**config.mk**
```make
export PLATFORM = sky130hd
export DESIGN_NAME = led_bank_flat
export DESIGN_NICKNAME = d
export VERILOG_FILES = /design/src/rtl/led_bank_pkg.sv /design/src/rtl/led_bank_if.sv /design/src/rtl/led_bank.sv /design/src/flat_wrapper.sv
export SDC_FILE = /design/constraint.sdc
export NUM_CORES = 1
export LEC_CHECK = 0
export ABC_CLOCK_PERIOD_IN_PS = 3600
export CORE_AREA = 3 3 40 42
export DETAILED_ROUTE_END_ITERATION = 7
export DIE_AREA = 0 0 43 45
export DONT_BUFFER_PORTS = 1
export GPL_TIMING_DRIVEN = 0
export PLACE_DENSITY_LB_ADDON = 0.08
export SYNTH_ARGS = -nofsm -noshare
export SYNTH_HDL_FRONTEND = slang
export SYNTH_SLANG_ARGS = --single-unit
```
**constraint.sdc**
```tcl
create_clock -name clock -period 3.6 [get_ports clock]
set_clock_uncertainty 0.15 [all_clocks]
set_input_delay 0.72 -clock clock [delete_from_list [all_inputs] [get_ports clock]]
set_output_delay 0.72 -clock clock [all_outputs]
set_load 0.03 [all_outputs]
```
**src/rtl/led_bank_pkg.sv**
```systemverilog
// Shared constants and types for the instruction-driven LED bank.
// Instructions are {opcode, immediate}; opcodes above LD7 are illegal.
package led_bank_pkg;

  localparam int LedBank_OpcodeW = 4;
  localparam int LedBank_ImmW    = 8;
  localparam int LedBank_InstW   = LedBank_OpcodeW + LedBank_ImmW;

  localparam logic [LedBank_OpcodeW-1:0] LedBank_NOP = 4'h0;
  localparam logic [LedBank_OpcodeW-1:0] LedBank_LDI = 4'h1;
  localparam logic [LedBank_OpcodeW-1:0] LedBank_LD0 = 4'h2;
  localparam logic [LedBank_OpcodeW-1:0] LedBank_LD1 = 4'h3;
  localparam logic [LedBank_OpcodeW-1:0] LedBank_LD2 = 4'h4;
  localparam logic [LedBank_OpcodeW-1:0] LedBank_LD3 = 4'h5;
  localparam logic [LedBank_OpcodeW-1:0] LedBank_LD4 = 4'h6;
  localparam logic [LedBank_OpcodeW-1:0] LedBank_LD5 = 4'h7;
  localparam logic [LedBank_OpcodeW-1:0] LedBank_LD6 = 4'h8;
  localparam logic [LedBank_OpcodeW-1:0] LedBank_LD7 = 4'h9;

  typedef enum logic {
    LedBank_State_Ready = 1'b0,
    LedBank_State_Error = 1'b1
  } led_bank_state_e;

endpackage

```
**src/rtl/led_bank_if.sv**
```systemverilog
// Instruction bus between the sequencer (master) and the LED bank (slave).
// inst is sampled only when inst_en is 1; there is no backpressure, so one instruction per clock is always accepted.
interface led_bank_if;
  import led_bank_pkg::*;

  logic [LedBank_InstW-1:0] inst;
  logic                     inst_en;
  logic [LedBank_ImmW-1:0]  leds;
  led_bank_state_e          state;

  modport slave (
    input  inst,
    input  inst_en,
    output leds,
    output state
  );

  modport master (
    output inst,
    output inst_en,
    input  leds,
    input  state
  );
endinterface

```
**src/rtl/led_bank.sv**
```systemverilog
// Eight-LED output register driven by instructions; an illegal opcode latches a sticky ERROR state with LEDs forced off.
// LEDs and state come straight from flops.
module led_bank
  import led_bank_pkg::*;
(
  input  logic        clock,
  input  logic        reset,
  led_bank_if.slave   bus
);

  led_bank_state_e           state_q, state_d;
  logic [LedBank_ImmW-1:0]   leds_q, leds_d;
  logic [LedBank_OpcodeW-1:0] opcode;
  logic [LedBank_ImmW-1:0]   imm;
  logic [2:0]                ld_idx;

  assign opcode = bus.inst[LedBank_InstW-1:LedBank_ImmW];
  assign imm    = bus.inst[LedBank_ImmW-1:0];
  assign ld_idx = 3'(opcode - LedBank_LD0);

  always_ff @(posedge clock or negedge reset) begin
    if (!reset) begin
      state_q <= LedBank_State_Ready;
      leds_q  <= '0;
    end else begin
      state_q <= state_d;
      leds_q  <= leds_d;
    end
  end

  // ERROR holds everything: leds were cleared on entry and nothing is decoded afterwards.
  always_comb begin
    state_d = state_q;
    leds_d  = leds_q;
    if (state_q == LedBank_State_Ready && bus.inst_en) begin
      case (opcode)
        LedBank_NOP: ;
        LedBank_LDI: leds_d = imm;
        LedBank_LD0, LedBank_LD1, LedBank_LD2, LedBank_LD3,
        LedBank_LD4, LedBank_LD5, LedBank_LD6, LedBank_LD7:
          leds_d[ld_idx] = imm[0];
        default: begin
          state_d = LedBank_State_Error;
          leds_d  = '0;
        end
      endcase
    end
  end

  assign bus.leds  = leds_q;
  assign bus.state = state_q;

endmodule

```
**src/flat_wrapper.sv**
```systemverilog
// flat-port wrapper written by rule: the top's interface ports become plain ports
module led_bank_flat import led_bank_pkg::*;
  (clock, reset, bus_inst, bus_inst_en, bus_leds, bus_state);
  led_bank_if bus_i ();
  input  logic clock;
  input  logic reset;
  input wire logic [$bits(bus_i.inst)-1:0] bus_inst;
  input wire logic [$bits(bus_i.inst_en)-1:0] bus_inst_en;
  output wire logic [$bits(bus_i.leds)-1:0] bus_leds;
  output wire logic [$bits(bus_i.state)-1:0] bus_state;
  assign bus_i.inst = bus_inst;
  assign bus_i.inst_en = bus_inst_en;
  assign bus_leds = bus_i.leds;
  assign bus_state = bus_i.state;
  led_bank u_core (.clock(clock), .reset(reset), .bus(bus_i));
endmodule
```
==> results.json <==
{
  "synth_top_area_share_pct": 32.5,
  "rsz0062_at_grt": "no",
  "crit_path_end_kind": "flip-flop",
  "synth_flop_cell": "dfrtp_1",
  "design_area_sq_um": 748,
  "hold_path.class": "in2reg",
  "peakVddDrop_uv": 260,
  "fin_crit_ns": 1.97,
  "area_growth_pct": 7.94,
  "syn_avg_cell_area_sq_um": 8.15,
  "ys_warn_count": 0,
  "syn_area_sq_um": 693,
  "synthCells": 85,
  "worst_pin_slew_ns": 0.474,
  "setup_viol": 0,
  "drt_iter0_markers": 22,
  "fin_crit_sh_pct": 54.8,
  "die_x_um": 43,
  "drtPass1Iterations": 4,
  "drc": 0,
  "grt_pass1_wl_um": 2660,
  "p_seq_share_pct": 55.6,
  "hold_viol": 0,
  "drive_gt1_share_pct": 11.1,
  "cp_data_arrival_time_ns": 1.98,
  "multi_input_area_sq_um": 409,
  "crit_path_max_incr_delay_ns": 0.52,
  "pwr-share-comb_pct": 21.1,
  "grt_usage_pct": 18.4,
  "placed_cell_area_sq_um": 712,
  "relSlewSlack_pct": 68.3,
  "worstPathMaxFanout": 9,
  "synth_seq_cells": 9,
  "synth-seq-area-share_pct": 32.5,
  "clockBufferDepth": 2,
  "grt_overflow": 0,
  "routed_wl_um": 1700,
  "grt_pass1_vias": 587,
  "cp.required_ns": 3.61,
  "yosysTopAreaCell": "dfrtp_1",
  "die_h_um": 45,
  "clk_pin_slew_ns": 0.06,
  "io_buffers": 0,
  "vias": 658,
  "final-seq-area_sq_um": 225,
  "dpl.cell_count": 100,
  "p_sw_mw": 0.157,
  "wire_per_inst_um": 16.1,
  "layout.nets": 106,
  "crit_chain": "clkbuf_1, or4_1, nand3b_1, nor2_2, a32o_1",
  "setup.worst_path.class": "in2reg",
  "finalMaxSlewViolations": 0,
  "start_util_pct": 53.9,
  "cp_top_family": "simple AND/OR/NAND/NOR gates",
  "n_antenna_cell": 0,
  "power_density_nw_per_um2": 487,
  "tns_ns": 0,
  "root_buffer": "clkbuf_4",
  "fmax_mhz": 507,
  "cts_buffers": 3,
  "worst_hold_slack_ns": 0.435,
  "synth_edf_count": 0,
  "status": "finished, final reports clean",
  "postCtsSetupBuffers": 0,
  "power_mw": 0.364,
  "die_area_sq_um": 1940,
  "swShare_pct": 43.2,
  "async_reset_ff_share_pct": 100,
  "antenna_found_initial": 0,
  "grt_max_degree": 11,
  "path_buf_inv": 1,
  "p_clk_share_pct": 23.3,
  "ys_types": 31,
  "n_fill_cell": 121,
  "synthesis.nets": 100,
  "p_int_mw": 0.207,
  "cts.sinks": 9,
  "fin_cells": 105,
  "cts_tree": "yes",
  "hpwlAfterDp_um": 1220,
  "io_pins": 24,
  "setup_ws_ns": 1.63,
  "dpl_worst_slack_ns": 1.35,
  "start_kind": "input pin",
  "finish.utilization_pct": 58.2,
  "synthTopCellsByArea": "dfrtp_1 (32%), nand2_1 (4.9%), mux2i_1 (4.3%), o22a_1 (3.8%), a21oi_1 (3.6%)",
  "viasPerCell": 6.27,
  "leakage_nw": 0.300,
  "rows": 13,
  "max-cap-violations": 0,
  "cp_slowest_cell": "or4_1",
  "coreArea_sq_um": 1280,
  "gp_congestion": 0.807,
  "drtAntennaViolNets": 0,
  "r2r_slack_ns": 2.08,
  "htree_num_levels": 1,
  "clock_insertion_delay_worst_skew_ns": 0.27,
  "mostFrequentLayoutCells": "nand2_1 (9), dfrtp_1 (9), nor2_1 (6), clkbuf_1 (5), a21oi_1 (5)"
}
## registers in the layout (all words and copies together) (netlist names)
signal / count
u_core.bus.leds: 8
u_core.bus.state: 1
## worst paths after layout
path,start,endpoint,cells past startpoint
max in group asynchronous,reset,u_core.bus.leds[2],1
worst max-delay path,bus_inst[11],u_core.bus.leds[5],5
min in group asynchronous,reset,u_core.bus.leds[7],1
worst min register to register,u_core.bus.leds[4],u_core.bus.leds[4],2
worst max register to register,u_core.bus.state,u_core.bus.leds[5],3
worst min-delay path,bus_inst_en,u_core.bus.state,2
## layer usage
layer  vias to the layer above  wire, um  part of all wire (%)  global-route usage (%)
li1                        317         -                     -                       -
met1                       303       734                    43                    24.4
met2                        33       759                    45                    27.2
met3                         5       159                   9.4                    4.38
met4                         0        42                   2.5                    10.8
met5                         -         0                     0                       0
## power groups by stage
stage | combinational (mW) | clock [mW] | sequential [mW]
6_report | 0.0768 | 0.0850 | 0.203
5_1_grt | 0.0873 | 0.0903 | 0.207
4_1_cts | 0.0769 | 0.0865 | 0.203
3_5_place_dp | 0.0733 | 0 | 0.206
3_3_place_gp | 0.0716 | 0 | 0.205
2_1_floorplan | 0.0640 | 0 | 0.199
## cell usage after synthesis (all sizes together), types with 2 or more instances
master and count:
buf 4, mux2i 3, nand3b 2, nor2 7
nand2b 3, a22o 2, a21oi 5, nand2 10
a21o 3, a31oi 4, inv 3, clkbuf 4
and3b 2, dfrtp 9, nand3 3, nor3 2
o32ai 2, nor2b 2, o22a 3, o21ai 5
## cell families (layout without fill, tap and decap cells)
logic type | after synthesis | after routing | synth area share [%]
AND/OR/NAND/NOR | 34 | 34 | 26.2
AO/OA/AOI/OAI | 27 | 27 | 27.3
flip-flops | 9 | 9 | 32.5
XOR/XNOR | 1 | 1 | 1.26
buffers and inverters | 11 | 16 | 8.48
multiplexers | 3 | 3 | 4.33
## layout make-up
| class | count | share of cell area (%) |
|---|---|---|
| sequential | 9 | 30.1 |
| multi-input combinational | 65 | 54.7 |
| buffer | 8 | 6.35 |
| inverter | 3 | 1.51 |
| tap | 15 | 2.51 |
| clock buffer | 4 | 3.51 |
| timing repair buffer | 1 | 1.34 |
## timing repair
action | in CTS | in global routing
setup endpoints to repair | 0 | 0
hold endpoints to repair | 9 | 0
gates resized for setup | 0 | 0
hold buffers | 1 | 0
Power figures use the tool's default switching activity.
